File: config.mk
export PLATFORM = sky130hd
export DESIGN_NAME = clk_div_multi
export DESIGN_NICKNAME = d
export VERILOG_FILES = /design/src/rtl/clk_div_pkg.sv /design/src/rtl/clk_div_chan.sv /design/src/rtl/clk_div_multi.sv
export SDC_FILE = /design/constraint.sdc
export NUM_CORES = 1
export LEC_CHECK = 0
export ABC_AREA = 0
export CAP_MARGIN = 30
export CELL_PAD_IN_SITES_DETAIL_PLACEMENT = 2
export CELL_PAD_IN_SITES_GLOBAL_PLACEMENT = 2
export CORE_AREA = 2 2 196 198
export DETAILED_ROUTE_END_ITERATION = 16
export DIE_AREA = 0 0 198 200
export PLACE_DENSITY_LB_ADDON = 0.1
export SLEW_MARGIN = 20
export SYNTH_ARGS = -nofsm -noshare
export SYNTH_HDL_FRONTEND = slang
export SYNTH_SLANG_ARGS = --single-unit
export TNS_END_PERCENT = 1
File: constraint.sdc
create_clock -name clk -period 1.9 [get_ports clk]
set_input_delay 0.38 -clock clk [delete_from_list [all_inputs] [get_ports clk]]
set_output_delay 0.38 -clock clk [all_outputs]
set_load 0.05 [all_outputs]
File: src/rtl/clk_div_pkg.sv
// Shared constants, channel-select width helper and divide-value type for clk_div_multi.
package clk_div_pkg;

  localparam int unsigned DEF_CNT_W = 26;
  localparam int unsigned DEF_DIV   = 1;

  typedef logic [DEF_CNT_W-1:0] div_t;

  // Channel-select width: clog2 of the channel count, never narrower than one bit.
  function automatic int unsigned ch_w_f(input int unsigned n);
    return (n > 2) ? $clog2(n) : 1;
  endfunction

endpackage

File: src/rtl/clk_div_chan.sv
// One divider channel: counter, active/shadow divide values with a pending flag, clk_out and tick.
module clk_div_chan
  import clk_div_pkg::*;
#(
  parameter int unsigned CNT_W       = DEF_CNT_W,
  parameter int unsigned DEFAULT_DIV = DEF_DIV
) (
  input  logic             clk,
  input  logic             rst,
  input  logic             en,
  input  logic             restart,
  input  logic             load,
  input  logic [CNT_W-1:0] load_div,
  output logic             clk_out,
  output logic             tick,
  output logic             pending
);

  localparam logic [CNT_W-1:0] RST_DIV = CNT_W'(DEFAULT_DIV);

  logic [CNT_W-1:0] cnt_q, cnt_d;
  logic [CNT_W-1:0] active_q, active_d;
  logic [CNT_W-1:0] shadow_q, shadow_d;
  logic             pending_q, pending_d;
  logic             clk_out_q, clk_out_d;
  logic             tick_q, tick_d;

  always_comb begin
    // NOTE: every target gets a default first so no path leaves it unassigned (no latch).
    cnt_d     = cnt_q;
    active_d  = active_q;
    shadow_d  = shadow_q;
    pending_d = pending_q;
    clk_out_d = clk_out_q;
    tick_d    = 1'b0;
    if (restart || !en) begin
      // Idle or phase realignment: park the channel and take any queued divide value now.
      cnt_d     = '0;
      clk_out_d = 1'b0;
      if (pending_q) begin
        active_d  = shadow_q;
        pending_d = 1'b0;
      end
    end else if (cnt_q == active_q) begin
      cnt_d     = '0;
      clk_out_d = ~clk_out_q;
      tick_d    = 1'b1;
      if (pending_q) begin
        active_d  = shadow_q;
        pending_d = 1'b0;
      end
    end else begin
      cnt_d = cnt_q + CNT_W'(1);
    end
    // A load is only accepted while nothing is pending, so it never collides with an apply.
    if (load) begin
      shadow_d  = load_div;
      pending_d = 1'b1;
    end
  end

  // NOTE: state registers use non-blocking assignments so all flops update together at the edge.
  always_ff @(posedge clk) begin
    if (rst) begin
      cnt_q     <= '0;
      active_q  <= RST_DIV;
      shadow_q  <= RST_DIV;
      pending_q <= 1'b0;
      clk_out_q <= 1'b0;
      tick_q    <= 1'b0;
    end else begin
      cnt_q     <= cnt_d;
      active_q  <= active_d;
      shadow_q  <= shadow_d;
      pending_q <= pending_d;
      clk_out_q <= clk_out_d;
      tick_q    <= tick_d;
    end
  end

  assign clk_out = clk_out_q;
  assign tick    = tick_q;
  assign pending = pending_q;

endmodule

File: src/rtl/clk_div_multi.sv
// NUM_CH programmable clock dividers with a valid/ready config port.
// Optional macro CLKDIV_SYNC_EN adds sync_restart to phase-align all channels.
module clk_div_multi
  import clk_div_pkg::*;
#(
  parameter int unsigned NUM_CH      = 4,
  parameter int unsigned CNT_W       = DEF_CNT_W,
  parameter int unsigned DEFAULT_DIV = DEF_DIV
) (
  input  logic                        clk,
  input  logic                        rst,
  input  logic [NUM_CH-1:0]           ch_en,
`ifdef CLKDIV_SYNC_EN
  input  logic                        sync_restart,
`endif
  input  logic                        cfg_valid,
  output logic                        cfg_ready,
  input  logic [ch_w_f(NUM_CH)-1:0]   cfg_ch,
  input  logic [CNT_W-1:0]            cfg_div,
  output logic                        cfg_err,
  output logic [NUM_CH-1:0]           clk_out,
  output logic [NUM_CH-1:0]           tick
);

  localparam int unsigned CH_W = ch_w_f(NUM_CH);

  logic [NUM_CH-1:0] pending;
  logic [NUM_CH-1:0] load;
  logic              in_range;
  logic              sel_pending;
  logic              accept;
  logic              restart;
  logic              cfg_err_q, cfg_err_d;

`ifdef CLKDIV_SYNC_EN
  assign restart = sync_restart;
`else
  assign restart = 1'b0;
`endif

  // Decode cfg_ch by comparison so out-of-range codes never index past the channel array.
  always_comb begin
    in_range    = 1'b0;
    sel_pending = 1'b0;
    for (int i = 0; i < NUM_CH; i++) begin
      if (cfg_ch == CH_W'(i)) begin
        in_range    = 1'b1;
        sel_pending = pending[i];
      end
    end
    cfg_ready = in_range ? ~sel_pending : 1'b1;
    accept    = cfg_valid & cfg_ready;
    load      = '0;
    for (int i = 0; i < NUM_CH; i++) begin
      load[i] = accept & (cfg_ch == CH_W'(i));
    end
    cfg_err_d = accept & ~in_range;
  end

  always_ff @(posedge clk) begin
    if (rst) cfg_err_q <= 1'b0;
    else     cfg_err_q <= cfg_err_d;
  end

  assign cfg_err = cfg_err_q;

  for (genvar g = 0; g < NUM_CH; g++) begin : g_ch
    clk_div_chan #(
      .CNT_W       (CNT_W),
      .DEFAULT_DIV (DEFAULT_DIV)
    ) u_chan (
      .clk      (clk),
      .rst      (rst),
      .en       (ch_en[g]),
      .restart  (restart),
      .load     (load[g]),
      .load_div (cfg_div),
      .clk_out  (clk_out[g]),
      .tick     (tick[g]),
      .pending  (pending[g])
    );
  end

endmodule

Word level (Yosys, flattened, before mapping)
Index checks and enable logic that the tools add are counted.

word-level totals
  memory bits (read-only) = 0
  output and inout port bits = 10
  memories kept = 0
  memory bits (writable) = 0
  latch bits = 0
  flip-flop bits (word level) = 325
  word-level logic and storage cells = 106

cells by class
  bitwise gates (word level) = 16
  multipliers = 0
  shift operators = 0
  muxes and demuxes = 37
  $add $sub $neg = 4
  reductions and logical operators = 9
  eq/ne operators = 15
  divide/modulo/power cells = 0
  order comparisons = 0

operators by type and width
  cell                     count
  $mux W26                 12
  $add A26 B1 Y26 const B  4
  $eq A26 B26 Y1           4
  $mux W1                  25
  $ne A3 B1 Y1 const B     4
  $reduce_or A3 Y1         4
  $not A1 Y1               10
  $ne A2 B1 Y1 const B     4
  $reduce_or A2 Y1         4
  $and A1 B1 Y1            6
  $eq A2 B2 Y1 const B     2
  $eq A2 B1 Y1 const B     1
  $logic_not A2 Y1         1

Longest topological paths before layout
  word-level depth = 10
  mapped depth = 8
  gate-level depth less buffers = 6

Modules after synthesis
A second synthesis with hierarchy kept.

second synthesis, totals
  cells, all modules = 1477
  area, all modules = 14549.0 um^2

modules (own cells, without submodules)
  module         seq. area each (um^2)  cells each  instances  area an instance (um^2)
  clk_div_chan   1621.6                 367         4          3616.0
  clk_div_multi  20.0                   9           1          85.1

Worst setup path before layout
No wires, ideal clock.

  kind = input port to output port
  start = input port cfg_ch[1]
  end = output port cfg_ready
  required time = 1.520 ns
  buffers on the path = 1
  stages on the path = 2
  slack = -0.134 ns
  data arrival time = 1.654 ns
  path through = clkbuf_1 -> o21ai_0

on the way
  longest elaborated chain between the ends = 7
  elaborated cells between the ends (all ways) = 14
  those cells by class = eq/ne (3); mux (9); bitwise (1); reduce/logical (1)

RTL lines
  what                  line                 text
  from (decl)           clk_div_multi.sv:18  input logic [ch_w_f(NUM_CH)-1:0] cfg_ch,
  $logic_not A2 Y1      clk_div_multi.sv:46  if (cfg_ch == CH_W'(i)) begin
  $mux W1 (4 in a row)  clk_div_multi.sv:46
  $not A1 Y1            clk_div_multi.sv:51  cfg_ready = in_range ? ~sel_pending : 1'b1;
  $mux W1 (*)           clk_div_multi.sv:51
  to (decl)             clk_div_multi.sv:17  output logic cfg_ready,

Every way passes the cells marked *; elsewhere a longest branch is shown, timed or not.

Worst setup path after layout
  start = register g_ch[1].u_chan.cnt_q[10]
  end = register g_ch[1].u_chan.active_q[0]

on the way
  longest elaborated chain between the ends = 2

RTL lines
  what                           line                text
  from (decl)                    clk_div_chan.sv:21  logic [CNT_W-1:0] cnt_q, cnt_d;
  from (signal assigned)         clk_div_chan.sv:72  cnt_q <= cnt_d;
  $eq A26 B26 Y1                 clk_div_chan.sv:44  end else if (cnt_q == active_q) begin
  $ne A2 B1 Y1 (no source line)  --
  to (signal assigned)           clk_div_chan.sv:73  active_q <= active_d;
  to (decl)                      clk_div_chan.sv:22  logic [CNT_W-1:0] active_q, active_d;

Every way passes these cells.
A chain may end at the register's enable or synchronous reset.

==> out/qor.txt <==
status = finished with violations
failing checks = negative setup slack
WL/cell = 19.5 um
part of the power in registers = 0.462
Yosys cell types = 38
ant diodes = 0
synth top area cells = dfxtp_1 45%, xor2_1 9.9%, nand2b_1 8.9%, mux2i_1 7.2%, nand2_1 6.2%
IO Pins = 45
final instance area = 17,700 sq um
final setup fails = 45
nets@finish = 1,770
max-slew violations = 0
Placement Cell Area = 16,100 sq um
Mapped Nets = 1,654
clock buffer depth = 3
dominant cell type by area after synthesis = dfxtp_1
Root Buffer = clkbuf_16
Logic pwr share = 0.066
Post-synth top cells = 325 x dfxtp_1, 238 x nand2_1, 206 x nand2b_1
worst setup path startpoint = g_ch[1].u_chan.cnt_q[10]$_SDFF_PP0_
Worst Setup End Kind = register
largest net degree at the start of global routing = 90
via-per-instance ratio = 5.06
Routability Congestion = 0.760
critical path's slowest cell = nor4_2
Ys Warns = 0
post-layout worst setup margin = -0.0981 ns
Switching Share = 0.234
Post-synth top flop = dfxtp_1
clk_skew = 0.0157 ns
fin crit share = 1.05
hold buffers post-CTS = 0
FFs w/ async S/R, synth = 0
H-tree level count = 2
Die Y-Extent = 200 um
pre-CTS setup slack = -0.304 ns
Worst Path Required = 2.37 ns
Worst-Skew Late Latency = 0.55 ns
Syn Area/Cell = 8.96 sq um
Die Wd = 198 um
Psw = 0.00355 W
pwr/cell area = 858 nW/um^2
layout cells sized above 1 = 0.137
relative slew slack = 0.666
cts bufs inserted = 39
sequential share of the synthesized area = 0.449
CP Launch Type = register
clock share of power = 0.473
DRT antenna net count = 0
number of synthesized flops with an enable pin = 0
total iterations of the first detailed-routing run = 4
Port-buffer cells = 44
Peak VDD IR = 0.472 mV
GRT Util Overall = 0.222
top-area cell type share of the netlist area = 0.449
P_int = 0.0116 W
placement row count = 71
actual slew at the worst max-slew pin = 0.499 ns
Arr. time, crit path = 2.47 ns
Post-Route WL = 44,200 um
hold_sp = rst
TritonCTS clock tree = built
die area = 39,600 sq um
R2R Path Start = g_ch[1].u_chan.cnt_q[10]$_SDFF_PP0_
Clock transition at path regs = 0.06 ns
FMAX = 500 MHz
ordered cell list for the critical path = xor2_1, nor4_2, nand4_1, buf_6, o22ai_4, buf_12, clkbuf_16, mux2i_1
Fin. Hold Viols = 0
Final min period = 2.00 ns
max capacitance violation total = 0
Initial DRC Count = 380
Initial Util = 0.387
Post-DP HPWL = 30,300 um
final core occ = 0.472
Lkg Pwr = 6.76 nW
initial antenna violation count = 0
Core Box Area = 37,400 sq um
RSZ-0062 raised after global routing = true
Cell Area, Synth = 14,500 sq um
drc violations = 0
HP Class = input pin to register
number of global-route vias before repair = 12,670
Seq cells post-synth = 325
Sink Count = 325
global-route wire length before repair = 68,100 um
WS Path Type = register to register
Layout area overhead = 21.9%
GRT Residual Overflow = 0
Gate Count Post-Synth = 1,615
DR vias = 11,455
slowest stage delay, CP = 0.38 ns
worst-path fanout max = 6
most common cell in the synthesized netlist = dfxtp_1
cells in the final DEF, fill, tap and decap left out, types with 3 or more instances in the layout:
master | synthesis | routed
nor3_1 | 13 | 13
mux2i_1 | 104 | 102
dfxtp_1 | 325 | 311
nor4_2 | 2 | 18
nand3b_1 | 4 | 4
inv_1 | 13 | 12
ha_1 | 4 | 4
buf_12 | 6 | 19
nand3_1 | 41 | 41
a21oi_1 | 109 | 108
nor2_1 | 129 | 128
and3_1 | 15 | 15
clkbuf_16 | 0 | 45
o22ai_4 | 0 | 3
nand4_1 | 37 | 37
clkdlybuf4s50_1 | 0 | 32
clkbuf_1 | 59 | 6
o21ai_0 | 8 | 6
dlygate4sd2_1 | 0 | 7
nand2_1 | 238 | 238
xor2_1 | 163 | 162
clkbuf_8 | 0 | 9
buf_4 | 17 | 98
nor4_1 | 26 | 10
o211ai_1 | 4 | 4
clkinv_2 | 0 | 6
buf_6 | 4 | 9
or3_1 | 9 | 9
dfxtp_2 | 0 | 12
and4_1 | 15 | 15
xnor2_1 | 36 | 36
nand2b_1 | 206 | 206
area by class of cell:
class,instances,area (sq um)
Clock buffer,56,1170
Clock inverter,7,37.5
Fill cell,4032,19700
Inverter,13,48.8
Multi-Input combinational cell,1183,7520
Sequential cell,325,6530
Tap cell,511,639
Timing Repair Buffer,169,1700
metrics by stage:
step / power [W] / TNS (ns) / hold WS [ns] / std cells
floorplan: 0.00766 / 0 / 0.437 / 1615
global placement: 0.00806 / -11.25 / 0.441 / 2193
detailed placement: 0.00809 / -19.78 / 0.447 / 2193
CTS: 0.0153 / -0.398 / 0.205 / 2256
global route: 0.0157 / -16.86 / 0.239 / 2264
finish: 0.0151 / -2.01 / 0.224 / 2264
power by group through the flow:
stage	clock [W]	sequential [W]	combinational (W)
detailed placement	0	0.00714	0.000943
global route	0.00766	0.00700	0.00107
floorplan	0	0.00712	0.000536
global placement	0	0.00714	0.000918
finish	0.00715	0.00699	0.000992
CTS	0.00738	0.00699	0.000955
timing repair:
action / CTS / global route
hold endpoints to repair: 0 / 0
setup buffers: 0 / 2
resized for setup: 30 / 31
endpoints found under the setup margin: 192 / 215
cloned: 0 / 6
pin swaps: 9 / 13
routing by layer:
layer,global-route usage,vias to the layer above,wire length (um),share of wire
met5,0,-,0,0
met4,0.0588,0,818,0.019
met3,0.0297,56,1770,0.040
met2,0.406,136,22300,0.51
met1,0.273,5718,19300,0.44
li1,-,5545,-,-
registers in the layout, summed over array words and instances (netlist names):
signal and count:
g_ch.u_chan.active_q 104, g_ch.u_chan.cnt_q 104, g_ch.u_chan.shadow_q 104, g_ch.u_chan.clk_out 4, g_ch.u_chan.pending 4, g_ch.u_chan.tick 4, cfg_err 1
critical path: cells and delay by family, from the launching register on:
family	cells	cell delay, ns
AO/OA/AOI/OAI	1	0.15
XOR/XNOR	1	0.17
buffers and inverters	3	0.49
flip-flops	1	0.35
multiplexers	1	0.20
AND/OR/NAND/NOR	2	0.57
kinds of logic (layout without fill, tap and decap cells):
group,Yosys count,in the layout,synth area share
simple gates,746,746,0.263
buf+inv,107,245,0.0428
compound gates,129,129,0.0491
other cells,1,1,0.000259
xor+xnor,199,199,0.120
mux,104,104,0.0719
fa+ha+maj,4,4,0.00346
flops,325,325,0.449
path summary, 6_finish.rpt:
check                                                                 to  slack [ns]  cells after the start
worst max-delay path             g_ch[1].u_chan.active_q[0]$_SDFFE_PP1P_        -0.1                      8
worst min-delay path             g_ch[3].u_chan.shadow_q[6]$_SDFFE_PP0P_        0.22                      2
worst max register to register   g_ch[1].u_chan.active_q[0]$_SDFFE_PP1P_        -0.1                      8
worst min register to register  g_ch[1].u_chan.shadow_q[23]$_SDFFE_PP0P_        0.46                      2
Power figures use the tool's default switching activity.
